### config.mk
export PLATFORM = sky130hd
export DESIGN_NAME = btn_mmio_responder
export DESIGN_NICKNAME = d
export VERILOG_FILES = /design/src/rtl/btn_mmio_responder_pkg.sv /design/src/rtl/btn_debouncer.sv /design/src/rtl/btn_mmio_responder.sv
export SDC_FILE = /design/constraint.sdc
export NUM_CORES = 1
export LEC_CHECK = 0
export ABC_AREA = 1
export BUFFER_PORTS_ARGS = -buffer_cell sky130_fd_sc_hd__buf_2
export CORE_MARGIN = 1
export CORE_UTILIZATION = 58
export DETAILED_ROUTE_END_ITERATION = 7
export GPL_ROUTABILITY_DRIVEN = 0
export PLACE_DENSITY = 0.92
export SLEW_MARGIN = 20
export SYNTH_ARGS = -nofsm -noshare
export SYNTH_HDL_FRONTEND = slang
export SYNTH_SLANG_ARGS = --single-unit
### constraint.sdc
create_clock -name clk -period 3.85 [get_ports clk]
set_input_delay 0.385 -clock clk [delete_from_list [all_inputs] [get_ports clk]]
set_output_delay 0.385 -clock clk [all_outputs]
set_load 0.005 [all_outputs]
### src/rtl/btn_mmio_responder_pkg.sv
// Shared definitions for the push-button MMIO responder.
//   BTN_NUM        : number of buttons served (C, U, D, L)
//   BTN_REG_*      : register offsets within the 16-byte window
//   BtnVec         : one bit per button
package btn_mmio_responder_pkg;
  localparam int BTN_NUM = 4;

  localparam logic [3:0] BTN_REG_STATUS   = 4'h0;
  localparam logic [3:0] BTN_REG_EVENT    = 4'h4;
  localparam logic [3:0] BTN_REG_EVCLR    = 4'h8;
  localparam logic [3:0] BTN_REG_PRESSCNT = 4'hC;

  typedef logic [BTN_NUM-1:0] BtnVec;
endpackage

### src/rtl/btn_debouncer.sv
// One button: 2-flop synchronizer followed by a counting debouncer.
// Ports:
//   clk, rst : clock, synchronous active-low reset
//   rawIn    : raw asynchronous button level
//   level    : debounced level
//   rise     : one-cycle pulse, high in the cycle the debounced level goes 0->1
//              (so the event lands on the same edge as the level change)
module btn_debouncer #(
  parameter int DEBOUNCE_CYCLES = 20000,
  parameter int CNT_WIDTH       = 15
) (
  input  logic clk,
  input  logic rst,
  input  logic rawIn,
  output logic level,
  output logic rise
);
  logic                 meta;
  logic                 sync;
  logic [CNT_WIDTH-1:0] cnt;
  logic                 done;

  // The level flips on the edge where the mismatch has been seen DEBOUNCE_CYCLES times.
  assign done = (sync != level) && (cnt == CNT_WIDTH'(DEBOUNCE_CYCLES - 1));
  assign rise = done & sync;

  always_ff @(posedge clk) begin
    if (!rst) begin
      meta  <= 1'b0;
      sync  <= 1'b0;
      cnt   <= '0;
      level <= 1'b0;
    end else begin
      meta <= rawIn;
      sync <= meta;
      if (sync == level) begin
        cnt <= '0;
      end else if (done) begin
        level <= sync;
        cnt   <= '0;
      end else begin
        cnt <= cnt + 1'b1;
      end
    end
  end
endmodule

### src/rtl/btn_mmio_responder.sv
// Memory-mapped push-button responder on the CPU data bus.
// Window (BASE_ADDR + offset): 0x0 STATUS (RO debounced levels), 0x4 EVENT
// (latched presses, read clears), 0x8 EVCLR (W1C of EVENT, reads 0),
// 0xC PRESSCNT (btnC presses, saturating at 255, any write loads wdata[7:0]).
// Ports:
//   clk, rst   : clock, synchronous active-low reset
//   btnIn[3:0] : raw buttons, bit0=C bit1=U bit2=D bit3=L
//   addr/wdata : bus address / store data
//   we, re     : store / load strobes, qualified by hit
//   rdata      : combinational read data, 0 on a miss
//   hit        : address falls in the window
//   evPending  : OR of EVENT bits
// Optional macro BTN_AUTOREPEAT_EN: held buttons re-set their EVENT bit every
// REPEAT_CYCLES cycles (without touching PRESSCNT).
module btn_mmio_responder
  import btn_mmio_responder_pkg::*;
#(
  parameter logic [31:0] BASE_ADDR       = 32'h0000_0100,
  parameter int          DEBOUNCE_CYCLES = 20000,
  parameter int          CNT_WIDTH       = 15,
  parameter int          REPEAT_CYCLES   = 100000
) (
  input  logic        clk,
  input  logic        rst,
  input  logic [3:0]  btnIn,
  input  logic [31:0] addr,
  input  logic [31:0] wdata,
  input  logic        we,
  input  logic        re,
  output logic [31:0] rdata,
  output logic        hit,
  output logic        evPending
);
  BtnVec      level, rise, evReg, evSet, evClr;
  logic [7:0] pressCnt;
  logic [3:0] off;
  logic       rdEvent, wrEvClr, wrCnt;
  logic       unusedBits;

  assign unusedBits = ^{wdata[31:8], addr[1:0]};

  for (genvar i = 0; i < BTN_NUM; i++) begin : gBtn
    btn_debouncer #(
      .DEBOUNCE_CYCLES(DEBOUNCE_CYCLES),
      .CNT_WIDTH      (CNT_WIDTH)
    ) uDeb (
      .clk  (clk),
      .rst  (rst),
      .rawIn(btnIn[i]),
      .level(level[i]),
      .rise (rise[i])
    );
  end

  assign hit     = (addr[31:4] == BASE_ADDR[31:4]);
  assign off     = {addr[3:2], 2'b00};
  assign rdEvent = re && hit && (off == BTN_REG_EVENT);
  assign wrEvClr = we && hit && (off == BTN_REG_EVCLR);
  assign wrCnt   = we && hit && (off == BTN_REG_PRESSCNT);

`ifdef BTN_AUTOREPEAT_EN
  localparam int RW = $clog2(REPEAT_CYCLES + 1);
  logic [BTN_NUM-1:0][RW-1:0] rptCnt;
  BtnVec                      rptHit;

  always_comb begin
    rptHit = '0;
    for (int i = 0; i < BTN_NUM; i++)
      rptHit[i] = level[i] && (rptCnt[i] == RW'(REPEAT_CYCLES - 1));
  end

  // Counts only while the button is held; restarts each period.
  always_ff @(posedge clk) begin
    if (!rst) begin
      rptCnt <= '0;
    end else begin
      for (int i = 0; i < BTN_NUM; i++) begin
        if (!level[i] || rptHit[i]) rptCnt[i] <= '0;
        else                        rptCnt[i] <= rptCnt[i] + 1'b1;
      end
    end
  end

  assign evSet = rise | rptHit;
`else
  assign evSet = rise;
`endif

  assign evClr = (rdEvent ? {BTN_NUM{1'b1}} : '0) | (wrEvClr ? wdata[BTN_NUM-1:0] : '0);

  // Set is applied after clear so a press coinciding with a clear is kept.
  always_ff @(posedge clk) begin
    if (!rst) begin
      evReg    <= '0;
      pressCnt <= '0;
    end else begin
      evReg <= (evReg & ~evClr) | evSet;
      if (wrCnt)                            pressCnt <= wdata[7:0];
      else if (rise[0] && pressCnt != 8'hFF) pressCnt <= pressCnt + 8'd1;
    end
  end

  always_comb begin
    rdata = '0;
    if (hit) begin
      case (off)
        BTN_REG_STATUS:   rdata[BTN_NUM-1:0] = level;
        BTN_REG_EVENT:    rdata[BTN_NUM-1:0] = evReg;
        BTN_REG_PRESSCNT: rdata[7:0]         = pressCnt;
        default:          rdata              = '0;
      endcase
    end
  end

  assign evPending = |evReg;
endmodule

* Yosys cells after proc, flatten, opt, wreduce, memory -nomap -nowiden
Index checks and enable logic that the tools add are counted.
** Word-level totals
- Output and inout bits :: 34
- Register bits after elaboration :: 84
- Logic and storage cells :: 81
- Input port bits :: 72
** Operators by class
- Bitwise operators :: 13
- $add $sub $neg :: 5
- Equality and inequality tests :: 17
- Multiplexer cells :: 7
- Reduce and logical (&&, ||, !) cells :: 21
** Operators with widths (count)
- $add A15 B1 Y15 const B :: 4
- $eq A15 B15 Y1 const B :: 4
- $eq A28 B5 Y1 const B :: 1
- $mux W8 :: 3
- $mux W4 :: 3
- $pmux W4 S3 :: 1
- $reduce_or A3 Y1 :: 4
- $logic_and A1 B1 Y1 :: 10
- $add A8 B1 Y8 const B :: 1
- $ne A8 B8 Y1 const B :: 1
- $or A4 B4 Y4 :: 2
- $reduce_and A2 Y1 :: 4
- $not A1 Y1 :: 5
- $and A1 B1 Y1 :: 4
- $and A4 B4 Y4 :: 1
- $eq A1 B1 Y1 :: 4
- $eq A2 B2 Y1 const B :: 2
- $logic_not A4 Y1 :: 1
- $ne A1 B1 Y1 :: 4
- $not A4 Y4 :: 1
- $reduce_or A4 Y1 :: 1
- $eq A2 B1 Y1 const B :: 1
- $reduce_bool A2 Y1 :: 1

* Longest topological paths before layout
Gate-level depths: netlist of run 1.
- Depth in word-level cells :: 8
- Depth in mapped cells :: 12

* Modules after synthesis
A second synthesis of run 1 with hierarchy kept.
** Second synthesis, totals
- Cell total of the unflattened synthesis :: 812
- Area total of the unflattened synthesis :: 5079.9 sq um
** By module, submodules not included
- btn_debouncer :: cells an instance 153, times used 4, area an instance 965.9 sq um
- btn_mmio_responder :: cells an instance 200, times used 1, area an instance 1216.2 sq um

* Worst setup path after synthesis of run 1
Ideal clock, no wire load.
- Path kind :: input to output
- Start :: input port addr[27]
- End :: output port rdata[5]
- Slack :: 2.319 ns
- Data arrival time :: 1.146 ns
- Cell stages on the path :: 7
- Buffers on the path :: 0
- Data required time :: 3.465 ns
- Cells stage by stage :: nor2_1 nand2_1 nor2_1 nand2_1 nor2_4 inv_2 nor3_1
** Between the ends
- Word-level cells in the longest chain between the ends :: 2
** RTL lines
- from (decl) :: line btn_mmio_responder.sv:26 : input logic [31:0] addr,
- $eq A28 B5 Y1 :: line btn_mmio_responder.sv:55 : assign hit = (addr[31:4] == BASE_ADDR[31:4]);
- net hit :: line btn_mmio_responder.sv:31 : output logic hit,
- $mux W8 :: line btn_mmio_responder.sv:105 : if (hit) begin
- to (decl) :: line btn_mmio_responder.sv:30 : output logic [31:0] rdata,
The timed path passes the listed nets, and every way through them passes these cells.

* Final worst setup path of run 1
- Start :: input port addr[15]
- End :: output port rdata[3]
** Between the ends
- Word-level cells in the longest chain between the ends :: 2
** RTL lines (line)
- $eq A28 B5 Y1 :: btn_mmio_responder.sv:55
- $mux W8 :: btn_mmio_responder.sv:105
No other way between the ends.

==> results of run 1 <==
## flip-flops by register name (all words and copies together) (netlist names)
name and flops:
pressCnt 8, gBtn.uDeb.level 4, evReg 4, gBtn.uDeb.cnt 60, gBtn.uDeb.meta 4, gBtn.uDeb.sync 4
## worst max-delay path, delay by kind of cell
| kind | cells | cell delay (ns) |
|---|---|---|
| simple gates | 5 | 0.58 |
| compound gates | 1 | 0.23 |
| buf+inv | 3 | 0.40 |
## placed cells by master (no fill, tap or decap)
master                         n
sky130_fd_sc_hd__buf_2        55
sky130_fd_sc_hd__nand2_1     123
sky130_fd_sc_hd__nor2_1      107
sky130_fd_sc_hd__inv_2         2
sky130_fd_sc_hd__a21oi_1      21
sky130_fd_sc_hd__nor3b_1       4
sky130_fd_sc_hd__or4_1         1
sky130_fd_sc_hd__conb_1       24
sky130_fd_sc_hd__a31oi_1       5
sky130_fd_sc_hd__nor4_1        4
sky130_fd_sc_hd__ha_1          5
sky130_fd_sc_hd__xor2_1       26
sky130_fd_sc_hd__nand3_4       1
sky130_fd_sc_hd__dfxtp_1      84
sky130_fd_sc_hd__clkinv_1      1
sky130_fd_sc_hd__clkbuf_8     10
sky130_fd_sc_hd__nand4_1      17
sky130_fd_sc_hd__nor3_2        2
sky130_fd_sc_hd__xnor2_1       3
sky130_fd_sc_hd__nand3b_1      4
sky130_fd_sc_hd__nand3_1      45
sky130_fd_sc_hd__inv_1        85
sky130_fd_sc_hd__bufinv_16     2
sky130_fd_sc_hd__clkinv_4      1
sky130_fd_sc_hd__o21ai_1       7
sky130_fd_sc_hd__and2_1        1
sky130_fd_sc_hd__inv_6         1
sky130_fd_sc_hd__clkinvlp_4    1
sky130_fd_sc_hd__and2_0        2
sky130_fd_sc_hd__nor3_1       42
sky130_fd_sc_hd__or2_2         3
sky130_fd_sc_hd__nor2_2        3
sky130_fd_sc_hd__o21ai_0      10
sky130_fd_sc_hd__nor2_4        1
## logic make-up (layout without fill, tap and decap cells)
family          after synthesis  after routing  synth area share [%]
compound gates               43             43                  5.04
xor+xnor                     29             29                  5.79
fa+ha+maj                     5              5                  1.42
buf+inv                     120            158                  12.9
flops                        84             84                  38.3
other cells                   1             24                0.0854
simple gates                360            360                  36.5
## layer usage
| layer | vias up | wire [µm] | GRT usage (%) |
|---|---|---|---|
| met3 | 26 | 597 | 5.36 |
| met5 | - | 0 | 0 |
| li1 | 2116 | - | - |
| met4 | 0 | 215 | 11.8 |
| met1 | 1932 | 3990 | 28.8 |
| met2 | 163 | 4630 | 42.9 |
## through the flow
stage | cells | worst slack, ns
floorplan | 665 | 2.32
global placement | 787 | 1.90
global route | 802 | 1.67
CTS | 802 | 1.87
finish | 802 | 1.86
detailed placement | 787 | 1.88
## worst max-delay path by stage
stage | cells after the start | slack (ns) | to
2_1_floorplan | 7 | 2.32 | rdata[5]
3_5_place_dp | 9 | 1.88 | rdata[3]
5_1_grt | 10 | 1.67 | gBtn[0].uDeb.cnt[10]
4_1_cts | 9 | 1.87 | rdata[3]
3_3_place_gp | 9 | 1.90 | rdata[3]
6_report | 9 | 1.86 | rdata[3]
## cell type report
cell class | instances | share of cell area, %
repair buffers | 55 | 5.66
clock inverters | 5 | 1.75
flip-flops and latches | 84 | 34.6
clock buffers | 10 | 2.83
inverters | 88 | 6.79
multi-input cells | 461 | 45.9
well taps | 99 | 2.55
## power by group through the flow
stage	sequential, W	combinational, W	clock [W]
after floorplan	0.000896	0.0000522	0
after global placement	0.000896	0.0000648	0
after detailed placement	0.000897	0.0000675	0
after CTS	0.000876	0.0000690	0.000711
after global routing	0.000877	0.0000794	0.000745
final	0.000876	0.0000701	0.000698
==> flow_summary_export.csv, run 1 <==
group,metric,value,unit
pwr,seq_power_share,53.3,%
worst_setup_path,reg2reg_slack,1.89,ns
placed_design,post_dp_cell_area,4640,µm²
floorplan,number_of_placement_rows,31,
clock_tree,post_cts_buffers,0,
worst_setup_path,setup.worst_path.start_class,"input pin",
floorplan,initial_utilization,60.2,%
yosys,synth.distinct_cells,33,
floorplan,core_region_area,7290,µm²
grt,grt_overflow,0,
drt,routed-via-count,4237,
yosys,ys_async_sr_fraction,0,%
timing,max_slew_margin,61.4,%
drt,drt_first_iter_violations,293,
yosys,post_synth_inst_count,642,
timing,rsz_0062_raised_after_global_routing,"false",
finish,area_delta_synth_final,10.8,%
timing,report.final.slew_viol_count,0,
yosys,synth_top_area_share,38.3,%
pwr,power_total,0.00164,W
floorplan,top_level_ports,106,
yosys,yosysSeqAreaShare,38.3,%
yosys,top_post_synthesis_cells_by_area,"sky130_fd_sc_hd__dfxtp_1 38%, sky130_fd_sc_hd__nand2_1 11%, sky130_fd_sc_hd__nor2_1 9.1%",
timing,setup_viol_count_final,0,
drt,antenna_left,0,
worst_setup_path,critical_path.max_fanout,9,
clock_tree,postCtsHoldBufs,0,
finish,multiInputGateArea,2230,µm²
yosys,synth-seq-cells,84,
pwr,switching_power,0.000363,W
run,timing.max_cap.violations,0,
timing,tightestPinTransition,0.578,ns
min_path,min-delay-start,"btnIn[2]",
grt,grt_antenna_before_repair,0,
min_path,min-delay-path-class,"input pin to register",
clock_tree,cts.path.max_buffers,2,
drt,viasPerCell,5.28,
worst_setup_path,timing.critical_path.arrival,1.61,ns
timing,tns,0,ns
placed_design,dp.final_hpwl,6840,µm
clock_tree,cts-buffers-inserted,9,
grt,first_global_vias,3760,
clock_tree,cts-resized-gates,0,
yosys,postSynthAreaPerCell,6.84,µm²
floorplan,die_h,89.0,µm
min_path,hold_end,"gBtn[2].uDeb.meta",
pwr,power.internal,0.00128,W
drt,drt_pass1_iterations,5,
clock_tree,worst_setup_hold_path_clk_slew,0.09,ns
timing,final_hold_violations,0,
worst_setup_path,endpoint_kind,"output port",
worst_setup_path,path_cells,"buf_2 > nor2_1 > nand2_1 > nor2_1 > nand2_1 > nor2_4 > inv_2 > a31oi_1 > buf_2",
yosys,yosys_warnings,0,
worst_setup_path,worst-endpoint-required,3.46,ns
placed_design,io_buffer_count,55,
finish,post-route-util,66.7,%
yosys,synthMostInstantiatedCell,"sky130_fd_sc_hd__nand2_1",
grt,wire_length_of_the_first_global_routing_pass,15300,µm
worst_setup_path,startpoint_of_the_worst_register_to_register_path,"gBtn[0].uDeb.cnt[0]",
pwr,vdd_ir_drop_max,0.200,mV
clock_tree,cts-htree-levels,3,
min_path,worstHoldPathCells,3,
drt,drt_drc_violations_left,0,
drt,wl_per_cell,11.8,µm
grt,grt_usage,24.6,%
worst_setup_path,worst_r2r_path_depth,10,
pwr,power.share.clock,42.5,%
pwr,combinationalPowerShare,4.3,%
clock_tree,tritoncts,"built",
grt,grt_start_max_net_pins,26,
finish,num_antenna_cells,0,
floorplan,fp.dieArea,7920,µm²
timing,final.min_clock_period,1.99,ns
finish,nNetsFinal,776,
yosys,synth.largest_area_cell,"sky130_fd_sc_hd__dfxtp_1",
worst_setup_path,criticalPathCategory,"input pin to output port",
yosys,syn_area,4390,µm²
drt,totalWireLength,9430,µm
timing,finalCritPeriodShare,51.7,%
timing,achievable-frequency,502,MHz
pwr,power.density_cell_area,338,nW/µm²
worst_setup_path,worst_setup_path_startpoint,"addr[15]",
yosys,commonest_cells_in_the_synthesized_netlist,"123 x sky130_fd_sc_hd__nand2_1, 107 x sky130_fd_sc_hd__nor2_1, 85 x sky130_fd_sc_hd__inv_1",
yosys,synth_enable_flop_cells,0,
worst_setup_path,slowest_stage,"sky130_fd_sc_hd__a31oi_1",
finish,layout.cell_area.non_filler,4860,µm²
finish,number_of_inserted_filler_cells_in_the_final_layout,581,
clock_tree,source_to_sink_clock_delay_at_the_later_pin_of_the_worst_skew_pair,0.35,ns
clock_tree,cts.root.buffer_cell,"sky130_fd_sc_hd__clkbuf_8",
clock_tree,clock_sinks,84,
timing,timing.clock.skew,0.0145,ns
timing,fin_worst_hold_slack,0.207,ns
yosys,synth_flop_cell,"sky130_fd_sc_hd__dfxtp_1",
pwr,p_leak,2.03,nW
worst_setup_path,slowest_stage_delay_cp,0.23,ns
worst_setup_path,worst_r2r_endpoint,"gBtn[0].uDeb.cnt[10]",
floorplan,die_width,89.0,µm
finish,share_of_cells_above_drive_strength_1,11.7,%
run_status,run_status,"complete, no violations",
finish,seqCellArea,1680,µm²
pwr,power.switching_fraction,22.0,%
(Power assumes the default switching activity.)
==> inputs of run 2 (changes only) <==
Settings changed: ABC_AREA 1 to 0, CORE_UTILIZATION 58 to 53, PLACE_DENSITY 0.92 to 0.86.
Clock period 3.85 ns to 2 ns, I/O delays scaled along.
==> run 2 against run 1 <==
Effect of this change:
- hold slack worse by 0.17 ns
- combinational power grew 63%
- count of clock-buffer cells in the layout fell by 1
- synthesized cell count is 28% lower
- setup slack lost 1.7 ns
- global-route usage is 4.8 points lower
- critical path depth decreased by 2
- cell count down 22%
- critical endpoint is now gBtn[1].uDeb.cnt[9]
- highest routed layer unchanged
==> flow_summary_export.csv, run 2 <==
group,metric,value,unit
drt,routed-via-count,3205,
worst_setup_path,critical_path.max_fanout,15,
clock_tree,clock_sinks,84,
finish,most_used_cells_in_the_layout_excluding_fill_and_tap_cells,"84 x sky130_fd_sc_hd__dfxtp_1, 81 x sky130_fd_sc_hd__nor2_1, 55 x sky130_fd_sc_hd__buf_2",
placed_design,dp.final_hpwl,5360,µm
finish,stdcell_count,627,
yosys,synth_top_area_share,41.6,%
finish,number_of_inserted_filler_cells_in_the_final_layout,613,
drt,drt_pass1_iterations,4,
worst_setup_path,setup.worst_path.start_class,"register",
yosys,top_post_synthesis_cells_by_area,"sky130_fd_sc_hd__dfxtp_1 42%, sky130_fd_sc_hd__nor2_1 7.5%, sky130_fd_sc_hd__xnor2_1 6.9%",
drt,drt_drc_violations_left,0,
timing,report.final.slew_viol_count,0,
yosys,syn_area,4040,µm²
yosys,ys_async_sr_fraction,0,%
drt,totalWireLength,7540,µm
clock_tree,post_cts_buffers,0,
pwr,seq_power_share,55.9,%
yosys,synthMostInstantiatedCell,"sky130_fd_sc_hd__dfxtp_1",
worst_setup_path,worst-endpoint-required,2.25,ns
finish,multiInputGateArea,2170,µm²
yosys,post_synth_inst_count,463,
timing,finalCritPeriodShare,94.1,%
worst_setup_path,timing.critical_path.arrival,2.14,ns
pwr,power.share.clock,40.3,%
grt,wire_length_of_the_first_global_routing_pass,12400,µm
worst_setup_path,endpoint_kind,"register",
clock_tree,source_to_sink_clock_delay_at_the_later_pin_of_the_worst_skew_pair,0.36,ns
finish,nNetsFinal,600,
worst_setup_path,criticalPathCategory,"register to register",
timing,achievable-frequency,531,MHz
grt,grt_overflow,0,
pwr,p_leak,1.72,nW
floorplan,number_of_placement_rows,31,
yosys,commonest_cells_in_the_synthesized_netlist,"84 x sky130_fd_sc_hd__dfxtp_1, 81 x sky130_fd_sc_hd__nor2_1, 32 x sky130_fd_sc_hd__xnor2_1",
min_path,min-delay-path-class,"input pin to register",
drt,drt_first_iter_violations,129,
yosys,yosys_warnings,0,
grt,first_global_vias,2915,
run_status,run_status,"complete, no violations",
floorplan,initial_utilization,55.4,%
yosys,yosysSeqAreaShare,41.6,%
clock_tree,worst_setup_hold_path_clk_slew,0.09,ns
floorplan,core_region_area,7290,µm²
yosys,postSynthAreaPerCell,8.72,µm²
timing,final_hold_violations,0,
clock_tree,tritoncts,"built",
clock_tree,cts.root.buffer_cell,"sky130_fd_sc_hd__clkbuf_8",
timing,timing.clock.skew,0.0116,ns
pwr,power_total,0.00302,W
drt,wl_per_cell,12.0,µm
finish,largest_reg_flops,60,
finish,layout_top_registers,"gBtn.uDeb.cnt (60), pressCnt (8)",
floorplan,fp.dieArea,7970,µm²
yosys,synth.largest_area_cell,"sky130_fd_sc_hd__dfxtp_1",
yosys,synth-seq-cells,84,
yosys,synth.distinct_cells,40,
pwr,combinationalPowerShare,3.8,%
pwr,power.internal,0.00232,W
yosys,synth_enable_flop_cells,0,
placed_design,placement.setup.worst_slack,-0.0135,ns
grt,grt_antenna_before_repair,0,
finish,share_of_cells_above_drive_strength_1,17.8,%
finish,layout_commonest_cell,"sky130_fd_sc_hd__dfxtp_1",
pwr,power.switching_fraction,23.1,%
grt,grt_start_max_net_pins,30,
finish,area_delta_synth_final,13.1,%
floorplan,die_h,89.3,µm
drt,antenna_left,0,
timing,setup_viol_count_final,0,
floorplan,top_level_ports,106,
placed_design,io_buffer_count,55,
placed_design,numPlacedInstances,611,
timing,final.min_clock_period,1.88,ns
finish,num_antenna_cells,0,
pwr,power.density_cell_area,661,nW/µm²
floorplan,die_width,89.3,µm
run,timing.max_cap.violations,0,
grt,grt_usage,19.8,%
yosys,synth_flop_cell,"sky130_fd_sc_hd__dfxtp_1",
drt,viasPerCell,5.11,
finish,seqCellArea,1680,µm²
pwr,switching_power,0.000699,W
timing,layout_setup_ws,0.118,ns
clock_tree,cts-buffers-inserted,9,
clock_tree,cts.path.max_buffers,2,
pwr,vdd_ir_drop_max,0.423,mV
clock_tree,cts-htree-levels,3,
finish,max_flop_register,"gBtn.uDeb.cnt",
==> run 2: final cells by class <==
| type | instances | area share [%] |
|---|---|---|
| Clock buffer | 9 | 2.71 |
| Clock inverter | 7 | 1.62 |
| Timing Repair Buffer | 65 | 7.67 |
| Tap cell | 99 | 2.71 |
| Multi-Input combinational cell | 352 | 47.6 |
| Inverter | 11 | 0.904 |
| Sequential cell | 84 | 36.8 |
==> run 2: final timing paths <==
| path | startpoint | end | slack (ns) | depth (start not counted) |
|---|---|---|---|---|
| worst min register to register | gBtn[1].uDeb.meta | gBtn[1].uDeb.sync | 0.45 | 1 |
| worst min-delay path | btnIn[1] | gBtn[1].uDeb.meta | 0.04 | 2 |
| worst max-delay path | gBtn[1].uDeb.cnt[0] | gBtn[1].uDeb.cnt[9] | 0.12 | 7 |
| worst max register to register | gBtn[1].uDeb.cnt[0] | gBtn[1].uDeb.cnt[9] | 0.12 | 7 |
==> run 2: critical path: stages, from the launching register on <==
cell and delay (ns):
sky130_fd_sc_hd__dfxtp_1 0.38, sky130_fd_sc_hd__ha_1 0.21, sky130_fd_sc_hd__and3_1 0.24, sky130_fd_sc_hd__nand3_1 0.19, sky130_fd_sc_hd__nor4_2 0.30, sky130_fd_sc_hd__nand3b_1 0.16, sky130_fd_sc_hd__buf_4 0.22, sky130_fd_sc_hd__nor2_1 0.07
==> run 2: what timing repair did <==
action / 4_1_cts / 5_1_grt
resized for setup: 1 / 4
endpoints found under the setup margin: 1 / 20
hold buffers: 0 / 0
==> run 2: power groups by stage <==
stage	Clock (W)	Combinational [W]	Sequential [W]
after floorplan	0	0.0000903	0.00172
after global placement	0	0.000109	0.00173
after detailed placement	0	0.000111	0.00173
after CTS	0.00124	0.000112	0.00169
after global routing	0.00131	0.000131	0.00169
final	0.00122	0.000114	0.00169
==> run 2: kinds of logic (layout without fill, tap and decap cells) <==
kind of cell	after synthesis	count (layout)	synth area share, %
compound gates	25	25	4.15
xor+xnor	63	63	13.7
fa+ha+maj	5	5	1.55
buf+inv	50	92	7.37
flops	84	84	41.6
mux	9	9	2.23
other cells	1	24	0.0928
simple gates	226	226	29.3
==> run 2: routing by layer <==
metal | wire [µm] | global-route usage (%) | vias up
li1 | - | - | 1651
met1 | 3380 | 24.4 | 1477
met2 | 3820 | 33.7 | 65
met3 | 248 | 5.08 | 12
met4 | 97 | 6.49 | 0
met5 | 0 | 0 | -
==> run 2: metrics by stage <==
stage	util (%)	area (µm²)	setup TNS, ns	hold slack, ns
2_1_floorplan	-	4130	0	0.327
3_3_place_gp	59.6	4340	0	0.412
3_5_place_dp	59.6	4340	-0.0135	0.412
4_1_cts	62.3	4540	0	0.0331
5_1_grt	62.6	4570	-0.0736	0.0355
6_report	62.6	4570	0	0.0405
